`src/rtl/semaforo.sv`:
```
// -----------------------------------------------------------------------------
// semaforo: two-way intersection traffic-light controller.
//
// The cycle is A green, A yellow, B green, B yellow, then back to A green.
// Each phase lasts a fixed number of clocks set by a parameter. A request
// button (bt) cuts A green short so that B is served early.
//
// Optional feature (compile-time macro ALL_RED_EN):
//   When defined, a one-cycle all-red state is inserted after each yellow
//   (A_Y -> all red -> B_G and B_Y -> all red -> A_G).
//   When undefined, there is no all-red state.
//
// Parameters:
//   T_VERDE    cycles A stays green (a value of 0 behaves as 1)
//   T_AMARELO  cycles each yellow lasts, A and B (a value of 0 behaves as 1)
//   T_VERMELHO cycles B stays green while A is red (a value of 0 behaves as 1)
//
// Ports:
//   clk  in   system clock, rising edge
//   rst  in   asynchronous reset, active low
//   bt   in   request button, active high, sampled on each rising edge
//   A    out  light A, one-hot: 001 green, 010 yellow, 100 red
//   B    out  light B, same encoding as A
// -----------------------------------------------------------------------------
module semaforo #(
    parameter logic [7:0] T_VERDE    = 8'd3,
    parameter logic [7:0] T_AMARELO  = 8'd1,
    parameter logic [7:0] T_VERMELHO = 8'd2
) (
    input  logic       clk,
    input  logic       rst,
    input  logic       bt,
    output logic [2:0] A,
    output logic [2:0] B
);

    localparam logic [2:0] GREEN  = 3'b001;
    localparam logic [2:0] YELLOW = 3'b010;
    localparam logic [2:0] RED    = 3'b100;

    // Terminal counter value per phase; a duration of 0 is treated as 1.
    localparam logic [7:0] LAST_VERDE    = (T_VERDE    == 8'd0) ? 8'd0 : T_VERDE    - 8'd1;
    localparam logic [7:0] LAST_AMARELO  = (T_AMARELO  == 8'd0) ? 8'd0 : T_AMARELO  - 8'd1;
    localparam logic [7:0] LAST_VERMELHO = (T_VERMELHO == 8'd0) ? 8'd0 : T_VERMELHO - 8'd1;

`ifdef ALL_RED_EN
    // Two distinct all-red states so each one knows which road comes next.
    typedef enum logic [2:0] {
        A_G   = 3'd0,
        A_Y   = 3'd1,
        B_G   = 3'd2,
        B_Y   = 3'd3,
        AR_AB = 3'd4,
        AR_BA = 3'd5
    } state_t;
`else
    typedef enum logic [2:0] {
        A_G = 3'd0,
        A_Y = 3'd1,
        B_G = 3'd2,
        B_Y = 3'd3
    } state_t;
`endif

    state_t     state_q, state_d;
    logic [7:0] cnt_q, cnt_d;
    logic       req_q, req_d;

    always_ff @(posedge clk or negedge rst) begin
        if (!rst) begin
            state_q <= A_G;
            cnt_q   <= 8'd0;
            req_q   <= 1'b0;
        end else begin
            state_q <= state_d;
            cnt_q   <= cnt_d;
            req_q   <= req_d;
        end
    end

    always_comb begin
        state_d = state_q;
        cnt_d   = cnt_q + 8'd1;
        req_d   = req_q | bt;

        case (state_q)
            // A registered request ends A green on the next edge.
            A_G: if (req_q || (cnt_q == LAST_VERDE)) state_d = A_Y;
`ifdef ALL_RED_EN
            A_Y:   if (cnt_q == LAST_AMARELO)  state_d = AR_AB;
            B_G:   if (cnt_q == LAST_VERMELHO) state_d = B_Y;
            B_Y:   if (cnt_q == LAST_AMARELO)  state_d = AR_BA;
            AR_AB: state_d = B_G;
            AR_BA: state_d = A_G;
`else
            A_Y:   if (cnt_q == LAST_AMARELO)  state_d = B_G;
            B_G:   if (cnt_q == LAST_VERMELHO) state_d = B_Y;
            B_Y:   if (cnt_q == LAST_AMARELO)  state_d = A_G;
`endif
            default: state_d = A_G;
        endcase

        if (state_d != state_q) cnt_d = 8'd0;

        // Serving B satisfies the request; this clear overrides a press
        // sampled on the same edge.
        if ((state_d == B_G) && (state_q != B_G)) req_d = 1'b0;
    end

    // Moore decode from the state register only, so outputs cannot glitch
    // on bt. Unlisted states fall back to all red.
    always_comb begin
        A = RED;
        B = RED;
        case (state_q)
            A_G:     begin A = GREEN;  B = RED;    end
            A_Y:     begin A = YELLOW; B = RED;    end
            B_G:     begin A = RED;    B = GREEN;  end
            B_Y:     begin A = RED;    B = YELLOW; end
            default: begin A = RED;    B = RED;    end
        endcase
    end

endmodule

```
`config.mk`:
```
export PLATFORM = sky130hd
export DESIGN_NAME = semaforo
export DESIGN_NICKNAME = d
export VERILOG_FILES = /design/src/rtl/semaforo.sv
export SDC_FILE = /design/constraint.sdc
export NUM_CORES = 1
export LEC_CHECK = 0
export BUFFER_PORTS_ARGS = -buffer_cell sky130_fd_sc_hd__clkbuf_2
export CAP_MARGIN = 15
export CORE_UTILIZATION = 45
export DETAILED_ROUTE_END_ITERATION = 16
export GPL_TIMING_DRIVEN = 0
export PLACE_DENSITY = 0.65
export SKIP_CTS_REPAIR_TIMING = 1
export SLEW_MARGIN = 20
export SYNTH_ARGS = -nofsm -noshare
export SYNTH_HDL_FRONTEND = slang
export SYNTH_SLANG_ARGS = --single-unit
```
`constraint.sdc`:
```
create_clock -name clk -period 5.35 [get_ports clk]
set_clock_uncertainty 0.15 [all_clocks]
set_input_delay 0.8025 -clock clk [delete_from_list [all_inputs] [get_ports clk]]
set_output_delay 0.8025 -clock clk [all_outputs]
set_load 0.02 [all_outputs]
```
==> metrics.txt <==
outcome finished clean; TNS Setup 0 ns; Routed WL per cell 12.3 um; overall routing resource usage 19.0%; critical path depth 4; initial DRC count 6; Final Wtd Congestion 0.688; Reg2Reg Setup Slack 3.30 ns; CP startpoint state_q[2]$_DFF_PN0_; number of buffers and inverters on the critical path 2; Mapped Area 682 um^2; Max VDD drop 0.251 mV; Syn Nets 76; Root Driver clkbuf_4; initial antenna violation count 0; XOR/XNOR Fraction of Synth Area 3.85%; area grow syn2layout 11.9%; P per Cell Area 410 mW/mm^2; combinational family with the most area after synthesis simple AND/OR/NAND/NOR gates; Final Hold Viols 0; Die W 40.9 um; area of the die 0.00167 mm^2; Post-synth EDFFs 0; Max Transition Viols Final 0; TritonCTS clock tree built; crit share post-route 40.4%; Leakage 0.000345 uW; core area 0.00135 mm^2; R2R depth 4; Post-Synth Adder-Cell Area 7.34%; CP Class flop to primary output; Worst Path Required 4.40 ns; FF-to-FF End cnt_q[3]$_DFF_PN0_; min cycle time layout 2.16 ns; pin count of the biggest net entering global routing 13; Syn Inst Count 69; critical path's largest stage delay 0.43 ns; vias in the first global route 450; synth warn 0; Hold Crit Class primary input to async pin; RSZ-0062 raised after global routing false; drt total wl 1160 um; Max Cap Violations 0; Via density 5.54; #FFs+latches synth 12; DP HPWL 907 um; critical path's slowest cell dfrtp_1; clk_lat worst skew 0.26 ns; via count 526; Final Hold Slack 0.259 ns; DP Worst Slack 3.30 ns; worst r2r src cnt_q[2]$_DFF_PN0_; Std-Cell Rows 13; drt pass-1 iters 3; Data arrival, critical path 1.21 ns; mux cell area share after synthesis 1.47%; antenna-violating nets left 0; Max-Slew Margin vs Limit 65.1%; Post-Synth Simple-Gate Area 22.6%; H-tree depth 1; Chip Height 40.9 um; Worst Max-Slew Pin Slew 0.520 ns; Longest Clk Path Bufs 2; fraction of registers with async set/reset 100%; crit-path leading delay family flip-flops; syn avg cell area 9.88 um^2; Cell variety after synth 28; Final WS setup 3.19 ns; first-pass GRT wire length 1930 um; Peak Freq 462 MHz; Worst Setup EP A[0]; CTS Buf Count 3; Nets 89; DRC viols 0; layout cell share with drive strength beyond 1 22.5%; Clk pin slew, worst setup/hold paths 0.07 ns; CP cell instances inv_1 > nand2_1 > nor2_1 > clkbuf_2; final setup fails 0; sequential-to-total area share from yosys stat 44.0%; top_reg_cell synth dfrtp_1; worst-path fanout max 6; Diodes inserted 0; Boundary Pins 9; Initial Utilization 50.5%; startpoint types flop; TritonCTS Sinks 12; port bufs 8; grt ovf 0; Synth Area in Compound Gates 15.6%; Worst Setup End Kind primary output
==> synth_stat cells (2+ instances only) <==
master	count	share of area [%]
a21oi_1	3	2.2
inv_1	5	2.8
or3_1	3	2.8
nand3_1	4	2.9
ha_1	4	7.3
dfrtp_1	12	44
nand2_1	4	2.2
a211oi_1	3	3.3
and3_1	2	1.8
o21ai_0	3	2.2
nor2_1	3	1.7
nor3_1	5	3.7
or4_1	2	2.2
xor2_1	2	2.6
==> sequential cells by signal, summed over array words and instances, names as in the netlist <==
name and cells:
cnt_q 8, state_q 3, req_q 1
==> cells in the final DEF, fill, tap and decap left out, types with 2 or more instances in the layout <==
cell type  instances
nor2_1             3
a211oi_1           3
nor3_1             5
inv_1              5
nand3_1            4
ha_1               4
o21ai_0            3
nand2_1            4
clkbuf_4           4
clkbuf_2           8
xor2_1             2
or3_1              3
and3_1             2
or4_1              2
dfrtp_1           12
a21oi_1            3
==> where the power goes <==
part | total, uW | switching, uW | internal (uW)
sequential | 134 | 27.6 | 107
combinational | 127 | 74.7 | 52.4
clock | 51.6 | 25.6 | 26.0
total | 313 | 128 | 185
==> area by class of cell <==
cell class / instances / area [um^2]
plain buffers: 2 / 12.5
clock buffers: 3 / 22.5
fillers: 125 / 587
inverters: 5 / 18.8
multi-input cells: 50 / 350
flip-flops and latches: 12 / 300
well taps: 15 / 18.8
repair buffers: 8 / 40.0
==> worst min-delay path by stage <==
stage / from / cells after the start / end
6_report: rst / 1 / req_q$_DFF_PN0_
5_1_grt: rst / 1 / state_q[0]$_DFF_PN0_
4_1_cts: rst / 1 / req_q$_DFF_PN0_
3_5_place_dp: state_q[2]$_DFF_PN0_ / 1 / state_q[1]$_DFF_PN0_
3_3_place_gp: state_q[2]$_DFF_PN0_ / 1 / state_q[1]$_DFF_PN0_
2_1_floorplan: state_q[2]$_DFF_PN0_ / 1 / state_q[1]$_DFF_PN0_
==> per-layer routing <==
layer,up-vias,global-route usage [%],routed length (um)
met3,4,8.15,45
met1,240,22.3,560
li1,271,-,-
met2,11,27.7,528
met5,-,0,0
met4,0,12.5,29
==> worst reg2reg max path: cells and delay by family (launching register included) <==
| kind | cells | cell delay, ns |
|---|---|---|
| AND/OR/NAND/NOR | 2 | 0.63 |
| buffers and inverters | 1 | 0.17 |
| flip-flops | 1 | 0.44 |
| AO/OA/AOI/OAI | 1 | 0.51 |
==> logic make-up (layout without fill, tap and decap cells) <==
group / after synthesis / count (layout)
XOR/XNOR: 3 / 3
AND/OR/NAND/NOR: 28 / 28
AO/OA/AOI/OAI: 13 / 13
flip-flops: 12 / 12
other: 1 / 1
multiplexers: 1 / 1
adder cells (fa/ha/maj): 4 / 4
buffers and inverters: 7 / 18
==> metrics by stage <==
step           total power (uW)  util, %  cells  cell area [um^2]
2_1_floorplan               229        -     69               682
3_3_place_gp                262     54.9     92               741
3_5_place_dp                265     54.9     92               741
4_1_cts                     319     56.5     95               763
5_1_grt                     343     56.5     95               763
6_report                    313     56.5     95               763
Power figures use the tool's default switching activity.
